--- src/rtl/mc_controller.sv ---
// Multicycle RV32I control FSM: sequences the shared datapath, runs the
// memory request/ready handshake, counts retirements and traps illegal ops.
module mc_controller #(
    parameter int INSTRET_W = 32
) (
    input  logic                 clk,
    input  logic                 rst,
    input  logic [6:0]           op,
    input  logic [2:0]           funct3,
    input  logic                 zero,
    input  logic                 lt,
    input  logic                 ltu,
    input  logic                 mem_ready,
    output logic                 mem_req,
    output logic                 mem_write,
    output logic                 adr_src,
    output logic                 ir_write,
    output logic                 pc_write,
    output logic                 reg_write,
    output logic [1:0]           alu_src_a,
    output logic [1:0]           alu_src_b,
    output logic [1:0]           alu_op,
    output logic [1:0]           result_src,
    output logic [2:0]           imm_src,
    output logic                 illegal,
    output logic [INSTRET_W-1:0] instret
);
    localparam logic [6:0] OP_LOAD   = 7'b0000011;
    localparam logic [6:0] OP_STORE  = 7'b0100011;
    localparam logic [6:0] OP_OP     = 7'b0110011;
    localparam logic [6:0] OP_IMM    = 7'b0010011;
    localparam logic [6:0] OP_BRANCH = 7'b1100011;
    localparam logic [6:0] OP_JAL    = 7'b1101111;
    localparam logic [6:0] OP_JALR   = 7'b1100111;
    localparam logic [6:0] OP_LUI    = 7'b0110111;
    localparam logic [6:0] OP_AUIPC  = 7'b0010111;

    typedef enum logic [3:0] {
        S_FETCH, S_DECODE, S_MEMADR, S_MEMREAD,
        S_MEMWB, S_MEMWRITE, S_EXECR, S_EXECI,
        S_ALUWB, S_BRANCH, S_JAL, S_JALR,
        S_JALRPC, S_LUI, S_AUIPC, S_TRAP
    } state_t;

    state_t state, state_n;
    logic   retire;
    logic   taken;

    always_ff @(posedge clk or posedge rst) begin
        if (rst) begin
            state   <= S_FETCH;
            instret <= '0;
        end else begin
            state <= state_n;
            if (retire)
                instret <= instret + {{(INSTRET_W-1){1'b0}}, 1'b1};
        end
    end

    always_comb begin
        imm_src = 3'b000;
        case (op)
            OP_LOAD, OP_IMM, OP_JALR: imm_src = 3'b000;
            OP_STORE:                 imm_src = 3'b001;
            OP_BRANCH:                imm_src = 3'b010;
            OP_JAL:                   imm_src = 3'b011;
            OP_LUI, OP_AUIPC:         imm_src = 3'b100;
            default:                  imm_src = 3'b000;
        endcase
    end

    // funct3 010/011 are not valid branches; treat as not taken
    always_comb begin
        taken = 1'b0;
        case (funct3)
            3'b000:  taken = zero;
            3'b001:  taken = ~zero;
            3'b100:  taken = lt;
            3'b101:  taken = ~lt;
            3'b110:  taken = ltu;
            3'b111:  taken = ~ltu;
            default: taken = 1'b0;
        endcase
    end

    always_comb begin
        state_n    = state;
        retire     = 1'b0;
        mem_req    = 1'b0;
        mem_write  = 1'b0;
        adr_src    = 1'b0;
        ir_write   = 1'b0;
        pc_write   = 1'b0;
        reg_write  = 1'b0;
        alu_src_a  = 2'b00;
        alu_src_b  = 2'b00;
        alu_op     = 2'b00;
        result_src = 2'b00;
        illegal    = 1'b0;
        case (state)
            S_FETCH: begin
                mem_req    = 1'b1;
                alu_src_b  = 2'b10;
                result_src = 2'b10;
                if (mem_ready) begin
                    ir_write = 1'b1;
                    pc_write = 1'b1;
                    state_n  = S_DECODE;
                end
            end
            S_DECODE: begin
                alu_src_a = 2'b01;
                alu_src_b = 2'b01;
                case (op)
                    OP_LOAD, OP_STORE: state_n = S_MEMADR;
                    OP_OP:             state_n = S_EXECR;
                    OP_IMM:            state_n = S_EXECI;
                    OP_BRANCH:         state_n = S_BRANCH;
                    OP_JAL:            state_n = S_JAL;
                    OP_JALR:           state_n = S_JALR;
                    OP_LUI:            state_n = S_LUI;
                    OP_AUIPC:          state_n = S_AUIPC;
                    default:           state_n = S_TRAP;
                endcase
            end
            S_MEMADR: begin
                alu_src_a = 2'b10;
                alu_src_b = 2'b01;
                state_n   = (op == OP_LOAD) ? S_MEMREAD : S_MEMWRITE;
            end
            S_MEMREAD: begin
                mem_req = 1'b1;
                adr_src = 1'b1;
                if (mem_ready)
                    state_n = S_MEMWB;
            end
            S_MEMWB: begin
                result_src = 2'b01;
                reg_write  = 1'b1;
                state_n    = S_FETCH;
                retire     = 1'b1;
            end
            S_MEMWRITE: begin
                mem_req   = 1'b1;
                mem_write = 1'b1;
                adr_src   = 1'b1;
                if (mem_ready) begin
                    state_n = S_FETCH;
                    retire  = 1'b1;
                end
            end
            S_EXECR: begin
                alu_src_a = 2'b10;
                alu_op    = 2'b10;
                state_n   = S_ALUWB;
            end
            S_EXECI: begin
                alu_src_a = 2'b10;
                alu_src_b = 2'b01;
                alu_op    = 2'b10;
                state_n   = S_ALUWB;
            end
            S_ALUWB: begin
                reg_write = 1'b1;
                state_n   = S_FETCH;
                retire    = 1'b1;
            end
            S_BRANCH: begin
                alu_src_a = 2'b10;
                alu_op    = 2'b01;
                pc_write  = taken;
                state_n   = S_FETCH;
                retire    = 1'b1;
            end
            S_JAL, S_JALRPC: begin
                alu_src_a = 2'b01;
                alu_src_b = 2'b10;
                pc_write  = 1'b1;
                state_n   = S_ALUWB;
            end
            S_JALR: begin
                alu_src_a = 2'b10;
                alu_src_b = 2'b01;
                state_n   = S_JALRPC;
            end
            S_LUI: begin
                alu_src_a = 2'b11;
                alu_src_b = 2'b01;
                state_n   = S_ALUWB;
            end
            S_AUIPC: begin
                alu_src_a = 2'b01;
                alu_src_b = 2'b01;
                state_n   = S_ALUWB;
            end
            S_TRAP: begin
                illegal = 1'b1;
            end
            default: state_n = S_FETCH;
        endcase
    end
endmodule
--- config.mk ---
export PLATFORM = sky130hd
export DESIGN_NAME = mc_controller
export DESIGN_NICKNAME = d
export VERILOG_FILES = /design/src/rtl/mc_controller.sv
export SDC_FILE = /design/constraint.sdc
export NUM_CORES = 1
export LEC_CHECK = 0
export ABC_AREA = 1
export CAP_MARGIN = 20
export CORE_AREA = 2 2 78 80
export DETAILED_ROUTE_END_ITERATION = 16
export DIE_AREA = 0 0 80 82
export GPL_TIMING_DRIVEN = 0
export PLACE_DENSITY = 0.71
export RECOVER_POWER = 25
export SLEW_MARGIN = 20
export SYNTH_ARGS = -nofsm -noshare
export SYNTH_HDL_FRONTEND = slang
export SYNTH_SLANG_ARGS = --single-unit
--- constraint.sdc ---
create_clock -name clk -period 3.3 [get_ports clk]
set_clock_uncertainty 0.1 [all_clocks]
set_input_delay 0.33 -clock clk [delete_from_list [all_inputs] [get_ports clk]]
set_output_delay 0.33 -clock clk [all_outputs]
set_load 0.03 [all_outputs]
# After elaboration in Yosys (flattened, before gate mapping)
# Index checks and enable logic that the tools add are counted.
# word_totals
reg_bits,36
output_inout_bits,50
word_cells,76
# op_classes
add_sub_neg,1
eq_ne,32
mux,21
bitwise,3
n_reduce_logical,17
# op_table
operator,n
$pmux W4 S8,2
$add A32 B1 Y32 const B,1
$eq A4 B4 Y1 const B,8
$eq A7 B6 Y1 const B,3
$eq A7 B7 Y1 const B,3
$eq A4 B3 Y1 const B,4
$eq A7 B5 Y1 const B,2
$eq A3 B3 Y1 const B,4
$mux W4,3
$pmux W2 S2,3
$pmux W3 S4,1
$reduce_or A2 Y1,6
$reduce_or A6 Y1,2
$reduce_or A3 Y1,3
$eq A4 B2 Y1 const B,2
$reduce_bool A8 Y1,1
$eq A7 B2 Y1 const B,1
$mux W1,7
$ne A2 B2 Y1 const B,3
$pmux W1 S6,1
$pmux W2 S3,1
$reduce_or A5 Y1,1
$eq A4 B1 Y1 const B,1
$logic_not A4 Y1,1
other kinds (8),10

# Longest topological paths before layout
# depth
word_depth,4
depth_mapped,11
ltp_nobuf,11

# Worst setup path after synthesis
# Ideal clock, no wire load.
# synth_timing
kind,flip-flop to output port
start,register state[1]
end,output alu_src_a[1]
arrival_ns,1.650
path_slack_ns,1.220
path_stages_with_launch,5
path_buffers,0
path_cell_list,dfrtp_1 > inv_1 > nor3_1 > a21oi_1 > o211ai_1
# synth_via
elab_chain_cells,3
word_cells_on_any_way,13
# synth_rtl
element,line,source
"start, declared",45,"state_t state, state_n;"
"start signal, assigned",54,state <= state_n;
$eq A4 B4 Y1 (tied with other cells),100,case (state)
$reduce_or A5 Y1 (no source line) or $reduce_or A4 Y1 (tied branches),-,
$pmux W2 S3 (*),100,
"end, declared",20,"output logic [1:0] alu_src_a,"
# Mark *: on every way between the ends. The rest lies on a longest branch, timed or not.

# Worst setup path in the final report
# layout_timing
start,input op[4]
end,output imm_src[0]
# layout_via
elab_chain_cells,3
word_cells_on_any_way,7
# layout_rtl
element,line,source
"start, declared",8,"input logic [6:0] op,"
$eq A7 B5 Y1 or $eq A7 B6 Y1 (tied branches),62,case (op)
$reduce_or A2 Y1,62,
$pmux W3 S4 (*),62,
"end, declared",24,"output logic [2:0] imm_src,"
# Marked as above.

==> metrics.cfg <==
[run_status]
status = finished, final reports clean

[routing]
avgRoutedWirePerCell_um = 12.1
drcViolationCount = 0
firstDrtPassIters = 5
viasPerCell = 5.03
vias = 2626
routed_wl_um = 6340
drt-initial-drc-count = 159
final_antenna_net_count = 0

[placed_design]
gp_congestion = 0.914
place_area_um2 = 3270
dp_hpwl_um = 5080
io_buffers = 65

[yosys]
syn_nets = 392
synthAdderAreaFrac = 0.00495
synth_cell_types = 33
netlist_instances = 375
syn_area_um2 = 2530
seq_area_frac_synth = 0.356
synth_compound_area_frac = 0.0544
synth_seq_cells = 36
synth-xor-area-share = 0.0796
synth_top_family_by_area = simple AND/OR/NAND/NOR gates
yosysWarningCount = 0
synth.area.mux_share = 0
avgSynthCellArea_um2 = 6.75
synth-simple-area-share = 0.409

[power]
p_total_mw = 2.16
p_leak_nw = 1.59
power_density_nw_per_um2 = 642
ir_drop_mv = 0.505

[setup_path]
r2r-start = instret[0]
rr_endpoint = instret[20]
crit_path_cell_trace = clkdlybuf4s50_1 > inv_1 > nand3_1 > inv_1 > nand4_1 > o41ai_1 > clkdlybuf4s50_1
worstPathArrival_ns = 2.15
path_buf_inv = 4
ff2ff_path_depth = 6
cp_max_fo = 6
endpoint_kind = output pin
slowest_delay_ns = 0.73
worstSetupPathType = in -> out
path_delay_family = buffers and inverters
cp_slowest_cell = clkdlybuf4s50_1
reg2reg_slack_ns = 1.53
cp.required_ns = 2.87
critPathLaunchType = input pin

[sta]
min_period_over_period = 0.782
rsz0062_at_grt = false
maxSlewHeadroom = 0.101
max_slew.worst_pin.slew_ns = 1.35
timing.fmax_mhz = 388
min_period_ns = 2.58
slew_viol_final = 0
setup_viol = 0
finalSetupTns_ns = 0
hold_violations = 0

[hold_path]
hold_start = instret[16]
worstHoldPathType = reg -> reg
min_path_cells = 1
min_to = instret[16]

[die]
row_count = 28
dieArea_um2 = 6560
core-area_um2 = 5750
die_w_um = 80
io-pin-count = 66
initial_core_util = 0.440
die-height_um = 82

[clocking]
hold_buffers = 0
clk_latency_ns = 0.28
cts_tree = built
htreeDepth = 2
post_cts_buffers = 0
cts_made_buffers = 5
cts_root_buf = clkbuf_8
clkTransAtPathRegs_ns = 0.07
cts_resized = 0
cts_buffer_depth = 2
clock-sinks = 36

[global_route]
grt_pass1_vias = 2492
grt_use_total = 0.204
grt_max_degree = 37
antenna_found_initial = 0
grt.overflow.total = 0
grt_pass1_wl_um = 10600

[final_layout]
area_growth_syn_to_layout_pct = 33.2
fin_nets = 464
fillers = 569
insertedDiodeCount = 0
post-route-util = 0.587
final_cell_area_um2 = 3370
drive_gt1_frac = 0.0515

[run]
timing.max_cap.violations = 0

[layer usage]
layer,routed length [um],GRT usage,vias to the layer above
met2,2980,0.348,83
met5,0,0,-
met3,327,0.0407,10
met1,2930,0.262,1207
met4,107,0.0627,0
li1,-,-,1326
[through the flow]
step | cells | hold WS (ns) | setup WS [ns]
final | 522 | 0.419 | 0.720
after global routing | 522 | 0.448 | 0.592
after CTS | 522 | 0.427 | 0.719
after detailed placement | 515 | 0.417 | 0.735
after global placement | 515 | 0.406 | 0.739
after floorplan | 375 | 0.389 | 1.22
[power by group]
group	leakage [nW]	internal, mW	switching (mW)
Sequential	0.455	0.522	0.104
Clock	0.0503	0.186	0.150
Combinational	1.08	0.445	0.759
[layout by cell type (no fill, tap or decap), types with 4 or more instances in the layout]
cell and n:
nand4_1 9, nor3_1 12, xnor2_1 8, inv_1 56, a21oi_1 6, clkbuf_8 7
dfrtp_1 36, nand2_1 115, clkdlybuf4s50_1 64, xor2_1 15, nand3_1 24, nor2_1 54
o21ai_1 5, nor2_4 4
[kinds of logic (layout without fill, tap and decap cells)]
kind of cell	after synthesis	in the layout
DFF	36	36
adders and majority gates	1	1
buffers and inverters	60	132
xor gates and xnor gates	23	23
AOI/OAI and AO/OA	23	23
and+or+nand+nor	232	232
[flip-flops by register name, indices dropped and copies added, names as in the netlist]
name / cells
state: 4
instret: 32
[final cells by class]
| class | count | area [um^2] | area share |
|---|---|---|---|
| repair buffers | 65 | 651 | 0.193 |
| flip-flops and latches | 36 | 901 | 0.267 |
| plain buffers | 3 | 22.5 | 0.00668 |
| inverters | 57 | 219 | 0.0650 |
| well taps | 75 | 93.8 | 0.0278 |
| clock buffers | 7 | 96.3 | 0.0286 |
| multi-input cells | 279 | 1390 | 0.412 |
[Yosys cell counts, drive strengths merged]
cell type	instances	share of area
buf	2	0.0074
nand3b	3	0.0089
xor2	15	0.052
o41ai	1	0.0035
o22ai	1	0.0025
ha	1	0.0049
a22oi	1	0.0030
nor3b	1	0.0030
nor3	14	0.032
inv	57	0.087
nand4	11	0.032
nand3	26	0.055
nor2	60	0.10
a21oi	6	0.012
o211ai	3	0.0089
nand2	116	0.17
dfrtp	36	0.36
clkbuf	1	0.0015
o21ai	8	0.016
xnor2	8	0.028
a21o	1	0.0030
a31oi	1	0.0025
and2	1	0.0025
o221ai	1	0.0035
[worst max-delay path by stage]
stage | startpoint | end | cells past startpoint
after floorplan | state[1] | alu_src_a[1] | 4
after global placement | op[4] | imm_src[0] | 7
after detailed placement | op[4] | imm_src[0] | 7
after CTS | op[4] | imm_src[0] | 7
after global routing | op[4] | imm_src[0] | 7
final | op[4] | imm_src[0] | 7
Note: power is estimated with default switching activity, not from simulation.
